File: src/rtl/bp_cce_spec_tracker.sv
// Per-way-group speculative-access tracker for the CCE, swept to zero after reset.
// Define BP_CCE_SPEC_TRACKER_BYPASS_EN to forward same-cycle writes to a same-index read.
module bp_cce_spec_tracker #(
  // 0 selects e_bp_default_cfg; 1 selects a reduced 16-group config
  parameter int unsigned bp_params_p = 0,
  localparam int unsigned paddr_width_p = 40,
  localparam int unsigned cce_way_groups_p = (bp_params_p == 1) ? 16 : 64,
  localparam int unsigned bedrock_block_width_p = 512,
  // width of bp_coh_states_e
  localparam int unsigned coh_width_lp = 3
) (
  input  logic                     clk_i,
  input  logic                     reset_i,
  output logic                     busy_o,

  input  logic                     w_v_i,
  input  logic [paddr_width_p-1:0] w_addr_i,
  input  logic                     spec_w_v_i,
  input  logic                     squash_w_v_i,
  input  logic                     fwd_mod_w_v_i,
  input  logic                     state_w_v_i,
  input  logic                     spec_i,
  input  logic                     squash_i,
  input  logic                     fwd_mod_i,
  input  logic [coh_width_lp-1:0]  state_i,

  input  logic                     r_v_i,
  input  logic [paddr_width_p-1:0] r_addr_i,
  output logic                     r_v_o,
  output logic                     spec_o,
  output logic                     squash_o,
  output logic                     fwd_mod_o,
  output logic [coh_width_lp-1:0]  state_o
);

  localparam int unsigned lg_block_size_in_bytes_lp = $clog2(bedrock_block_width_p / 8);
  localparam int unsigned lg_groups_lp = $clog2(cce_way_groups_p);
  localparam int unsigned entry_width_lp = 3 + coh_width_lp;
  localparam logic [lg_groups_lp-1:0] LastIdx = lg_groups_lp'(cce_way_groups_p - 1);

  typedef enum logic [1:0] {e_reset, e_clear, e_ready} state_e;

  state_e                    state_q;
  logic [lg_groups_lp-1:0]   clr_cnt_q;
  logic                      busy_q, r_v_q;
  logic [entry_width_lp-1:0] rd_q;
  logic [entry_width_lp-1:0] mem_q [cce_way_groups_p];

  logic [lg_groups_lp-1:0]   w_idx, r_idx;
  logic                      accept, w_en, r_en, clr_en;
  logic [entry_width_lp-1:0] w_merged, rd_old, rd_data;
  logic                      unused_addr_bits;

  assign w_idx  = w_addr_i[lg_block_size_in_bytes_lp +: lg_groups_lp];
  assign r_idx  = r_addr_i[lg_block_size_in_bytes_lp +: lg_groups_lp];
  assign unused_addr_bits = ^{w_addr_i, r_addr_i};

  assign accept = ~busy_q & ~reset_i;
  assign w_en   = w_v_i & accept;
  assign r_en   = r_v_i & accept;
  assign clr_en = (state_q == e_clear) & ~reset_i;
  assign rd_old = mem_q[r_idx];

  // Entry layout: {spec, squash, fwd_mod, state}
  always_comb begin
    w_merged = mem_q[w_idx];
    if (spec_w_v_i)    w_merged[entry_width_lp-1] = spec_i;
    if (squash_w_v_i)  w_merged[entry_width_lp-2] = squash_i;
    if (fwd_mod_w_v_i) w_merged[entry_width_lp-3] = fwd_mod_i;
    if (state_w_v_i)   w_merged[coh_width_lp-1:0] = state_i;
  end

`ifdef BP_CCE_SPEC_TRACKER_BYPASS_EN
  assign rd_data = (w_en && (w_idx == r_idx)) ? w_merged : rd_old;
`else
  assign rd_data = rd_old;
`endif

  // Storage has no reset of its own; the sweep is the only clear path.
  always_ff @(posedge clk_i) begin
    if (clr_en) begin
      mem_q[clr_cnt_q] <= '0;
    end else if (w_en) begin
      mem_q[w_idx] <= w_merged;
    end
  end

  always_ff @(posedge clk_i) begin
    if (reset_i) begin
      state_q   <= e_reset;
      clr_cnt_q <= '0;
      busy_q    <= 1'b1;
      r_v_q     <= 1'b0;
      rd_q      <= '0;
    end else begin
      r_v_q <= r_en;
      if (r_en) rd_q <= rd_data;
      unique case (state_q)
        e_reset: begin
          state_q   <= e_clear;
          clr_cnt_q <= '0;
          busy_q    <= 1'b1;
        end
        e_clear: begin
          clr_cnt_q <= clr_cnt_q + 1'b1;
          if (clr_cnt_q == LastIdx) begin
            state_q <= e_ready;
            busy_q  <= 1'b0;
          end
        end
        e_ready: busy_q <= 1'b0;
        default: begin
          state_q <= e_reset;
          busy_q  <= 1'b1;
        end
      endcase
    end
  end

  assign busy_o = busy_q;
  assign r_v_o  = r_v_q;
  assign {spec_o, squash_o, fwd_mod_o, state_o} = rd_q;

`ifndef SYNTHESIS
  always_ff @(posedge clk_i) begin
    if (!reset_i) begin
      assert (!(busy_o && (w_v_i || r_v_i)))
        else $warning("spec tracker: request dropped while busy");
    end
  end
`endif

endmodule

File: config.mk
export PLATFORM = sky130hd
export DESIGN_NAME = bp_cce_spec_tracker
export DESIGN_NICKNAME = d
export VERILOG_FILES = /design/src/rtl/bp_cce_spec_tracker.sv
export SDC_FILE = /design/constraint.sdc
export NUM_CORES = 1
export LEC_CHECK = 0
export ABC_CLOCK_PERIOD_IN_PS = 8600
export BUFFER_PORTS_ARGS = -buffer_cell sky130_fd_sc_hd__clkbuf_2
export CORE_AREA = 2 2 227 162
export CTS_CLUSTER_SIZE = 14
export DETAILED_ROUTE_END_ITERATION = 10
export DIE_AREA = 0 0 229 164
export MAX_ROUTING_LAYER = met4
export PLACE_DENSITY = 0.67
export SYNTH_ARGS = -nofsm -noshare
export SYNTH_HDL_FRONTEND = slang
export SYNTH_SLANG_ARGS = --single-unit
File: constraint.sdc
create_clock -name clk_i -period 8.6 [get_ports clk_i]
set_input_delay 0.43 -clock clk_i [delete_from_list [all_inputs] [get_ports clk_i]]
set_output_delay 0.43 -clock clk_i [all_outputs]
set_load 0.01 [all_outputs]
---- Word-level counts from Yosys, hierarchy flattened ----
Memories as Yosys holds them, arrays and structs flattened. A register that Yosys moved wholly into a read port is not among the register bits.
Cells that the tools add are included.
storage, ports and cells
  flip-flop bits (word level) ............. 10
  memory bits (writable) .................. 384
  bits of input ports ..................... 94
  logic and storage cells ................. 46
  memories kept ........................... 1
operators by class
  add/subtract/negate cells ............... 1
  equality and inequality tests ........... 8
  mux-type cells .......................... 17
  bitwise logic cells ..................... 7
  reductions and logical operators ........ 8
memories
  name   depth  width  rd ports  clocked after memory_dff  write ports  RTL line  text
  mem_q  64     6      1         1                         1            47        logic [entry_width_lp-1:0] mem_q [cce_way_groups_p];
operator list
  cell                 number
  $mux 6               2
  $pmux 6 s2           1
  $reduce_and 2->1     5
  $mux 1               9
  $add 6x1->6 const B  1
  $eq 6x6->1 const B   1
  $pmux 2 s3           1
  $reduce_or 6->1      1
  $and 1x1->1          4
  $mux 4               1
  $ne 1x1->1 const B   4
  $mux 3               1
  $not 1->1            3
  $eq 2x1->1 const B   1
  $eq 2x2->1 const B   1
  $logic_not 2->1      1
  $mux 2               1
  $ne 2x1->1 const B   1
  $pmux 1 s2           1
  $reduce_bool 2->1    1

---- Logic depth before layout (Yosys ltp) ----
  word-level depth ........................ 9
  mapped depth ............................ 10

---- Least setup slack after synthesis ----
OpenSTA, ideal clock, no wires.
  kind .................................... flip-flop to flip-flop
  start point ............................. register state_q[1]
  end point ............................... memory mem_q[22][0] (netlist bit) (enable)
  arrival time ............................ 2.403 ns
  required time ........................... 8.276 ns
  slack ................................... 5.873 ns
  cell stages (with the launch flop) ...... 11
  path buffers ............................ 3
  period minus slack after synthesis ...... 2.727 ns
  cell sequence ........................... dfxtp_1 -> inv_1 -> ha_1 -> buf_6 -> nor4b_4 -> o41a_4 -> mux2_4 -> or3_1 -> buf_6 -> buf_6 -> nor3_2
on the way
  word-level cells in the longest chain between the ends .. 7
  elaborated cells between the ends (all ways) .. 13
  those cells by class .................... eq/ne (1); mux (6); bitwise (1); reduce/logical (5)
ends and longest elaborated chain
  what                                        RTL line  text
  start: declaration                          43        state_e state_q;
  start signal: assignment                    90        state_q <= e_reset;
  start signal: assignment                    100       state_q <= e_clear;
  start signal: assignment                    107       state_q <= e_ready;
  $eq 2x1->1 (*)                              61        assign clr_en = (state_q == e_clear) & ~reset_i;
  $and 1x1->1 (*)                             61
  $mux 1                                      81        if (clr_en) begin
  $mux 1 (implied by the code)                84        mem_q[w_idx] <= w_merged;
  $reduce_and 2->1 (no line)                  n/a
  $reduce_or 6->1 (no line)                   n/a
  $mux 6 (no line) or $mux 4 (tied branches)  n/a
  end: declaration                            47
Every way passes the cells marked *; elsewhere a longest branch is shown, timed or not.

---- Worst setup path after layout ----
  start point ............................. register state_q[1]
  end point ............................... memory mem_q[11][1] (netlist bit) (enable)
Same word-level chain as after synthesis.

==> reports/results.ini <==
[critical_path]
critPathKind=flip-flop to flip-flop
reg2reg_to=mem_q[11][1]
cp.arrival_ns=3.98
path_max_fanout=19
r2r_start=state_q[1]
crit_path_start_kind=flip-flop
crit_start=state_q[1]
worstSetupEndpointType=flip-flop
ff2ff_setup_slack_ns=4.81
reg2reg_depth=8
cp.required_ns=8.79

[cts]
root_buffer=clkbuf_16
clk_pin_slew_worst_paths_ns=0.06
insertion_delay_ns=0.54
post-cts-setup-buffers=0
cts_buffer_depth=3
cts_buffers=40
cts_resized=0
cts_sinks=400
tritoncts=yes
cts_hold_buf=0
cts.htree.levels=2

[timing]
fin_setup_tns_ns=0
min_period_over_period_pct=44.0
setup_viol=0
finalHoldViolCount=0
fmax_mhz=264
fin_hold_ws_ns=0.166
final-max-slew-violation-count=0
relSlewSlack_pct=20.8
worstMarginPinSlew_ns=1.19
layout_setup_ws_ns=4.81
min_period_ns=3.79
rsz0062_at_grt=false
fin_skew_ns=0.0100

[grt]
grt-ovfl-total=0
track_usage_pct=23.1
grt_start_max_net_pins=65
grt_pass1_vias=9852
antenna_found_initial=0
grt_pass1_wl_mm=62.3

[routing]
drc=0
wl_per_cell_um=25.6
first_iter_violations=956
wl_mm=40.8
dr.pass1.iters=6
vias=9625
via_per_inst=6.03
antenna_left=0

[flow_run]
max_cap_violations=0

[run_status]
outcome=complete, no violations

[min_path]
hold_depth=2
min_from=r_v_i
min_path_type=input pin to flip-flop
min_to=r_v_o

[floorplanning]
die_y_um=164
placeableCoreArea_um2=35400
start_util_pct=49.2
die_w_um=229
fp-row-count=58
die_area_um2=37600
io_pins=102

[yosys]
synth.avg_cell_area_um2=16.1
synth_cell_types=44
ys.flop_type=edfxtp_1
yosysSeqAreaShare_pct=68.1
yosysWarnings=0
ys_ff_latch=400
synth_edf_count=384
netlist_instances=1083
syn-cell-area_um2=17400
synth-async-reset-ratio_pct=0
synth_nets=1183

[place]
place.gp.congestion=0.769
place_ws_ns=4.87
dp_hpwl_mm=23.0
port_buffers=33
place_area_um2=18000

[power]
seqPwrFrac_pct=49.6
netSwitchingPower_mw=1.09
p_comb_share_pct=10.6
ir_drop_mv=0.124
leakage_nw=6.21
internal_power_mw=3.29
powerDensity_nw_per_um2=227
p_clk_share_pct=39.8
switching_share_pct=24.9

[final_layout]
final_util_pct=54.5
mostFrequentLayoutCell=edfxtp_1
final_cell_mix=edfxtp_1 (384), nor2_1 (151), nor3_1 (100), mux4_2 (98), mux2i_1 (54)
design_area_um2=19300
area_growth_pct=10.8
nNetsFinal=1186
antenna_cells=0
layout-drive-gt1-share_pct=23.3

-- registers in the layout, indices dropped and copies added (netlist names) --
name and cells:
mem_q 384, state_q 2, r_v_o 1, rd_q 6, busy_o 1, clr_cnt_q 6
-- power groups by stage --
stage          Clock, mW  Combinational, mW  Sequential, mW
2_1_floorplan          0              0.312            2.21
3_3_place_gp           0              0.457            2.22
3_5_place_dp           0              0.462            2.22
4_1_cts             1.76              0.463            2.18
5_1_grt             1.84              0.502            2.18
6_report            1.75              0.465            2.17
-- cells in the mapped netlist (2+ instances only) --
master / instances / area [um2]
a21oi_2: 2 / 17.5
a31oi_1: 4 / 25.0
nand4_1: 5 / 31.3
nor3b_1: 8 / 60.1
buf_1: 4 / 15.0
mux2i_1: 54 / 541
nand2b_1: 9 / 56.3
and2_1: 8 / 50.1
nand2_1: 34 / 128
buf_2: 29 / 145
o211ai_1: 3 / 22.5
and3_1: 2 / 12.5
clkbuf_1: 48 / 180
or2_2: 4 / 25.0
nand3b_1: 5 / 37.5
ha_1: 6 / 75.1
nor2b_1: 11 / 68.8
nand3_1: 14 / 70.1
o21ai_0: 5 / 25.0
inv_1: 3 / 11.3
buf_4: 5 / 37.5
mux4_2: 98 / 2210
a22oi_1: 15 / 113
a21oi_1: 9 / 45.0
mux2_2: 2 / 22.5
edfxtp_1: 384 / 11500
nor3_2: 26 / 260
dfxtp_1: 16 / 320
buf_6: 5 / 56.3
nor2_1: 151 / 567
a41oi_1: 2 / 17.5
nor3_1: 100 / 500
-- area by class of cell --
class                   count  area (um2)
clock buffers              55        1130
clock inverters            16         164
fillers                  2904       16100
inverters                   3        11.3
multi-input cells         589        5220
flip-flops and latches    400       11900
well taps                 480         601
repair buffers             52         315
-- critical path: stages, from the launching register on --
cell and delay (ns):
dfxtp_1 0.35, inv_1 0.10, ha_1 0.42, nor4b_4 0.43
o41ai_4 0.13, buf_4 0.24, mux2i_1 0.76, nand2_1 0.55
nor2_1 0.45
-- stage by stage --
stage | power, mW | cells
floorplan | 2.52 | 1083
global placement | 2.67 | 1524
detailed placement | 2.68 | 1524
CTS | 4.40 | 1595
global route | 4.52 | 1595
finish | 4.39 | 1595
-- per-layer routing --
layer  global-route usage (%)  routed length (um)  up-vias
met3                     4.18                3150       52
met4                     5.11                 641        0
met2                     34.5               18700      379
met1                     33.5               18300     4978
li1                         -                   -     4216
met5                        -                   0        -
-- cell families (layout without fill, tap and decap cells) --
family | Yosys count | after routing | synth area share (%)
AO/OA/AOI/OAI | 46 | 46 | 1.93
adder cells (fa/ha/maj) | 6 | 6 | 0.431
buffers and inverters | 94 | 126 | 2.56
flip-flops | 400 | 400 | 68.1
multiplexers | 155 | 155 | 16.0
AND/OR/NAND/NOR | 382 | 382 | 11.0
-- worst max-delay path by stage --
stage                               to  slack, ns  cells past startpoint
after detailed placement   mem_q[6][0]       4.87                      8
after global routing      mem_q[11][1]       4.70                      8
after CTS                  mem_q[6][0]       4.87                      8
final                     mem_q[11][1]       4.81                      8
after floorplan           mem_q[22][0]       5.87                     10
after global placement     mem_q[6][0]       4.98                      8
No activity file was read; power rests on OpenSTA's default activity.
